<file path="src/rtl/asc2ps2_tx.sv">
// ASCII to PS/2 Set-2 keystroke transmitter: make code, 0xF0, make code,
// each sent as an 11-bit device-to-host frame on a divided PS/2 clock.
module asc2ps2_tx #(
    parameter int CLK_DIV = 4,
    parameter int GAP     = 8
) (
    input  logic       clk,
    input  logic       rst,
    input  logic       in_valid,
    output logic       in_ready,
    input  logic [7:0] in_ascii,
    output logic       ps2_clk,
    output logic       ps2_data,
    output logic       busy,
    output logic       unmapped
);
    localparam int HW = (CLK_DIV > 1) ? $clog2(CLK_DIV) : 1;
    localparam int GW = (GAP > 1) ? $clog2(GAP) : 1;

    typedef enum logic [1:0] {S_IDLE, S_SHIFT, S_GAP} state_t;

    state_t        state_q, state_d;
    logic [HW-1:0] half_q, half_d;
    logic [GW-1:0] gap_q, gap_d;
    logic [3:0]    bit_q, bit_d;
    logic [1:0]    byte_q, byte_d;
    logic [7:0]    code_q, code_d;
    logic          clk_q, clk_d, data_q, data_d;
    logic          ready_q, ready_d, busy_q, busy_d, unm_q, unm_d;

    logic [8:0]  map;
    logic [7:0]  cur_byte;
    logic [10:0] frame;
    logic [3:0]  bit_nxt;

    // Returns {mapped, scan_code}; lowercase folds onto uppercase first.
    function automatic logic [8:0] map_code(input logic [7:0] c);
        logic [7:0] u;
        u = (c >= 8'h61 && c <= 8'h7A) ? c - 8'h20 : c;
        case (u)
            8'h41: map_code = {1'b1, 8'h1C};  8'h42: map_code = {1'b1, 8'h32};
            8'h43: map_code = {1'b1, 8'h21};  8'h44: map_code = {1'b1, 8'h23};
            8'h45: map_code = {1'b1, 8'h24};  8'h46: map_code = {1'b1, 8'h2B};
            8'h47: map_code = {1'b1, 8'h34};  8'h48: map_code = {1'b1, 8'h33};
            8'h49: map_code = {1'b1, 8'h43};  8'h4A: map_code = {1'b1, 8'h3B};
            8'h4B: map_code = {1'b1, 8'h42};  8'h4C: map_code = {1'b1, 8'h4B};
            8'h4D: map_code = {1'b1, 8'h3A};  8'h4E: map_code = {1'b1, 8'h31};
            8'h4F: map_code = {1'b1, 8'h44};  8'h50: map_code = {1'b1, 8'h4D};
            8'h51: map_code = {1'b1, 8'h15};  8'h52: map_code = {1'b1, 8'h2D};
            8'h53: map_code = {1'b1, 8'h1B};  8'h54: map_code = {1'b1, 8'h2C};
            8'h55: map_code = {1'b1, 8'h3C};  8'h56: map_code = {1'b1, 8'h2A};
            8'h57: map_code = {1'b1, 8'h1D};  8'h58: map_code = {1'b1, 8'h22};
            8'h59: map_code = {1'b1, 8'h35};  8'h5A: map_code = {1'b1, 8'h1A};
            8'h30: map_code = {1'b1, 8'h45};  8'h31: map_code = {1'b1, 8'h16};
            8'h32: map_code = {1'b1, 8'h1E};  8'h33: map_code = {1'b1, 8'h26};
            8'h34: map_code = {1'b1, 8'h25};  8'h35: map_code = {1'b1, 8'h2E};
            8'h36: map_code = {1'b1, 8'h36};  8'h37: map_code = {1'b1, 8'h3D};
            8'h38: map_code = {1'b1, 8'h3E};  8'h39: map_code = {1'b1, 8'h46};
            8'h20: map_code = {1'b1, 8'h29};  8'h08: map_code = {1'b1, 8'h66};
            8'h09: map_code = {1'b1, 8'h0D};  8'h0D: map_code = {1'b1, 8'h5A};
            8'h1B: map_code = {1'b1, 8'h76};
            default: map_code = 9'h000;
        endcase
    endfunction

    assign map      = map_code(in_ascii);
    assign cur_byte = (byte_q == 2'd1) ? 8'hF0 : code_q;
    assign frame    = {1'b1, ~^cur_byte, cur_byte, 1'b0};
    assign bit_nxt  = bit_q + 4'd1;

    always_comb begin
        state_d = state_q;
        half_d  = half_q;
        gap_d   = gap_q;
        bit_d   = bit_q;
        byte_d  = byte_q;
        code_d  = code_q;
        clk_d   = clk_q;
        data_d  = data_q;
        ready_d = ready_q;
        busy_d  = busy_q;
        unm_d   = 1'b0;
        case (state_q)
            S_IDLE: begin
                if (in_valid) begin
                    if (map[8]) begin
                        state_d = S_SHIFT;
                        code_d  = map[7:0];
                        byte_d  = 2'd0;
                        bit_d   = 4'd0;
                        half_d  = '0;
                        clk_d   = 1'b1;
                        data_d  = 1'b0;
                        ready_d = 1'b0;
                        busy_d  = 1'b1;
                    end else begin
                        unm_d = 1'b1;
                    end
                end
            end
            S_SHIFT: begin
                if (half_q == HW'(CLK_DIV - 1)) begin
                    half_d = '0;
                    clk_d  = ~clk_q;
                    // End of the low half closes the bit; data moves while clock is high.
                    if (!clk_q) begin
                        if (bit_q == 4'd10) begin
                            state_d = S_GAP;
                            bit_d   = 4'd0;
                            gap_d   = '0;
                            data_d  = 1'b1;
                        end else begin
                            bit_d  = bit_nxt;
                            data_d = frame[bit_nxt];
                        end
                    end
                end else begin
                    half_d = half_q + 1'b1;
                end
            end
            S_GAP: begin
                if (gap_q == GW'(GAP - 1)) begin
                    gap_d = '0;
                    if (byte_q == 2'd2) begin
                        state_d = S_IDLE;
                        byte_d  = 2'd0;
                        ready_d = 1'b1;
                        busy_d  = 1'b0;
                    end else begin
                        state_d = S_SHIFT;
                        byte_d  = byte_q + 2'd1;
                        half_d  = '0;
                        data_d  = 1'b0;
                    end
                end else begin
                    gap_d = gap_q + 1'b1;
                end
            end
            default: state_d = S_IDLE;
        endcase
    end

    always_ff @(posedge clk) begin
        if (rst) begin
            state_q <= S_IDLE;
            half_q  <= '0;
            gap_q   <= '0;
            bit_q   <= 4'd0;
            byte_q  <= 2'd0;
            code_q  <= 8'h00;
            clk_q   <= 1'b1;
            data_q  <= 1'b1;
            ready_q <= 1'b1;
            busy_q  <= 1'b0;
            unm_q   <= 1'b0;
        end else begin
            state_q <= state_d;
            half_q  <= half_d;
            gap_q   <= gap_d;
            bit_q   <= bit_d;
            byte_q  <= byte_d;
            code_q  <= code_d;
            clk_q   <= clk_d;
            data_q  <= data_d;
            ready_q <= ready_d;
            busy_q  <= busy_d;
            unm_q   <= unm_d;
        end
    end

    assign in_ready = ready_q;
    assign busy     = busy_q;
    assign unmapped = unm_q;
    assign ps2_clk  = clk_q;
    assign ps2_data = data_q;
endmodule

</file>
<file path="config.mk">
export PLATFORM = sky130hd
export DESIGN_NAME = asc2ps2_tx
export DESIGN_NICKNAME = d
export VERILOG_FILES = /design/src/rtl/asc2ps2_tx.sv
export SDC_FILE = /design/constraint.sdc
export NUM_CORES = 1
export LEC_CHECK = 0
export ABC_AREA = 0
export CAP_MARGIN = 20
export CORE_MARGIN = 2
export CORE_UTILIZATION = 55
export CTS_CLUSTER_DIAMETER = 50
export DETAILED_ROUTE_END_ITERATION = 10
export PLACE_DENSITY = 0.85
export SYNTH_ARGS = -nofsm -noshare
export SYNTH_HDL_FRONTEND = slang
export SYNTH_SLANG_ARGS = --single-unit
</file>
<file path="constraint.sdc">
create_clock -name clk -period 2.93 [get_ports clk]
set_clock_uncertainty 0.1 [all_clocks]
set_input_delay 0.293 -clock clk [delete_from_list [all_inputs] [get_ports clk]]
set_output_delay 0.293 -clock clk [all_outputs]
set_load 0.01 [all_outputs]
</file>
==> results.py <==
metrics = {
    "outcome": {
        "status": "finished clean",
    },
    "timing": {
        "finalHoldViolCount": 0,
        "finalSetupViolations": 0,
        "slew_headroom_pct": 57.62,
        "rsz0062_at_grt": "false",
        "tightest_slew_ns": 0.6344,
        "layout_min_cycle_time_ns": 2.736,
        "setup_ws_ns": 0.1941,
        "finalCritPeriodShare_pct": 93.38,
        "fmax_mhz": 365.5,
        "drv_slew": 0,
    },
    "clock_tree": {
        "clockRootBuffer": "clkbuf_8",
        "cts_tree": "done",
        "cts_max_level": 1,
        "ctsResizeCount": 0,
        "cts.hold.buffers_added": 0,
        "numCtsBuffers": 3,
        "cts_setup_buffers": 0,
        "clk_pin_slew_worst_paths_ns": 0.09,
        "clockBufferDepth": 2,
        "clk_latency_ns": 0.27,
        "clock-sinks": 25,
    },
    "floorplanning": {
        "dieArea_sq_um": 4744,
        "rows": 23,
        "dieHeight_um": 68.88,
        "initial_utilization_pct": 57.45,
        "num_io_pins": 16,
        "die_x_um": 68.88,
        "core_area_sq_um": 4029,
    },
    "finish": {
        "final_cell_mix": "nor2_1, a21oi_1, dfxtp_1",
        "final_area_sq_um": 2686,
        "diodes": 0,
        "fill_cells": 376,
        "syn2layout_area_growth_pct": 16.05,
        "drive_gt1_share_pct": 14.81,
        "final_net_count": 349,
    },
    "routing": {
        "routedWlPerCell_um": 15.68,
        "drt_iter0_markers": 151,
        "ant_nets": 0,
        "vias_per_cell": 6.316,
        "wl_mm": 5.865,
        "dr.pass1.iters": 4,
        "num_vias": 2362,
        "drc_errors": 0,
    },
    "synth": {
        "synth_ff_type": "dfxtp_1",
        "seq_area_frac_synth_pct": 21.62,
        "synth_top_family_by_area": "compound AO/OA/AOI/OAI gates",
        "ys_types": 66,
        "synthSimpleGateAreaFrac_pct": 24.32,
        "synthAdderAreaFrac_pct": 7.027,
        "synth_nets": 323,
        "syn_inst": 299,
        "synth-edff-count": 0,
        "yosysWarnings": 0,
        "synthMuxAreaShare_pct": 4.649,
        "syn-cell-area_sq_um": 2315,
        "synth-async-reset-ratio_pct": 0,
        "synth_compound_area_share_pct": 34.32,
        "synth.avg_cell_area_sq_um": 7.742,
        "synthXorXnorAreaFrac_pct": 3.027,
        "ys_seq_elements": 25,
    },
    "setup_path": {
        "endpoint_kind": "flop",
        "crit_buf_inv": 2,
        "crit_chain": "clkdlybuf4s50_1, inv_1, ha_1, or4b_4, or2_4, a31o_4, nor3_4, o211ai_2, a21oi_1, o41ai_2",
        "slowest_stage": "or4b_4",
        "critPathMaxFanout": 10,
        "crit_arrival_ns": 2.80,
        "crit_family": "simple AND/OR/NAND/NOR gates",
        "crit_type": "in2reg",
        "cp-start-kind": "input port",
        "crit_required_ns": 2.99,
        "critPathMaxStageDelay_ns": 0.48,
    },
    "placement": {
        "portBuffers": 15,
        "place_area_sq_um": 2641,
        "place_congestion": 0.9427,
        "hpwl_mm": 4.566,
        "dpl_worst_slack_ns": -0.09263,
    },
    "grt": {
        "grt_pass1_vias": 2149,
        "grt_util_all_layers_pct": 26.51,
        "antenna_found_initial": 0,
        "grt_pass1_wl_mm": 9.660,
        "gr-total-overflow": 0,
        "grt_max_degree": 37,
    },
    "min_path": {
        "hold_path.class": "reg2reg",
    },
    "power": {
        "p_leak_nw": 1.029,
        "ir_drop_mv": 0.2506,
        "power.density_nw_per_um2": 307.0,
        "p_total_uw": 824.8,
        "pwr-share-clk_pct": 25.3,
        "sequentialPowerShare_pct": 43.9,
        "p_sw_uw": 260.0,
        "comb_power_share_pct": 30.8,
        "p_int_uw": 564.8,
        "p_sw_share_pct": 31.52,
    },
    "flow_run": {
        "maxCapViolations": 0,
    },
}
[through the flow]
step,hold WS (ns),utilization (%),setup TNS [ns],cells
6_report,0.3844,66.68,0,374
4_1_cts,0.3846,66.68,0,374
2_1_floorplan,0.3611,-,0,299
3_3_place_gp,0.3510,65.56,0,370
5_1_grt,0.4006,66.68,0,374
3_5_place_dp,0.3726,65.56,-0.4806,370
[final timing paths]
check / cells past startpoint / endpoint / slack, ns / startpoint
setup / recovery: 10 / bit_q[2] / 0.19 / in_ascii[1]
hold reg to reg: 2 / busy / 0.38 / busy
hold / removal: 2 / busy / 0.38 / busy
setup reg to reg: 7 / ps2_data / 0.71 / bit_q[0]
[metal layers]
layer / track usage, % / vias up / part of all wire [%]
met3: 3.734 / 10 / 5.3
li1: - / 1170 / -
met4: 6.863 / 0 / 1.4
met2: 42.43 / 84 / 47
met5: 0 / - / 0
met1: 37.38 / 1098 / 46
[cells in the mapped netlist (all sizes together) (7+ instances only)]
| cell type | instances | area, sq um |
|---|---|---|
| a211oi | 9 | 72.57 |
| a21oi | 29 | 148.9 |
| a31oi | 8 | 65.06 |
| clkbuf | 14 | 52.55 |
| dfxtp | 25 | 500.5 |
| ha | 13 | 162.7 |
| inv | 10 | 37.54 |
| mux2i | 7 | 73.82 |
| nand2 | 23 | 86.33 |
| nand2b | 13 | 81.33 |
| nand3 | 8 | 40.04 |
| nor2 | 29 | 111.4 |
| nor3 | 11 | 71.32 |
| o211ai | 10 | 85.08 |
| o21ai | 20 | 100.1 |
| xnor2 | 7 | 61.31 |
[power groups by stage]
stage	clock [mW]	combinational, mW	sequential (mW)
after floorplan	0	0.165	0.367
after global placement	0	0.245	0.369
after detailed placement	0	0.251	0.369
after CTS	0.208	0.252	0.361
after global routing	0.221	0.277	0.363
final	0.209	0.254	0.362
[tightest hold or removal path, delay by kind of cell, from the launching register on]
| kind | cells | cell delay (ns) |
|---|---|---|
| and+or+nand+nor | 1 | 0.05 |
| DFF | 1 | 0.33 |
| AOI/OAI and AO/OA | 1 | 0.06 |
[state kept, by name, indices dropped and copies added, names as in the netlist, 2 cells and up]
signal,count
bit_q,4
byte_q,2
code_q,7
gap_q,3
half_q,2
state_q,2
[kinds of logic after synthesis]
group	count (synthesis)
AOI/OAI and AO/OA	107
xor gates and xnor gates	8
adders and majority gates	13
buffers and inverters	28
DFF	25
muxes	9
and+or+nand+nor	109
[cell type report]
type	instances	area [sq um]	area share [%]
inverters	10	37.54	1.397
flip-flops and latches	25	500.5	18.63
well taps	50	62.56	2.329
clock buffers	4	45.04	1.677
repair buffers	39	342.8	12.76
multi-input cells	246	1698	63.20
Note: power is estimated with default switching activity, not from simulation.
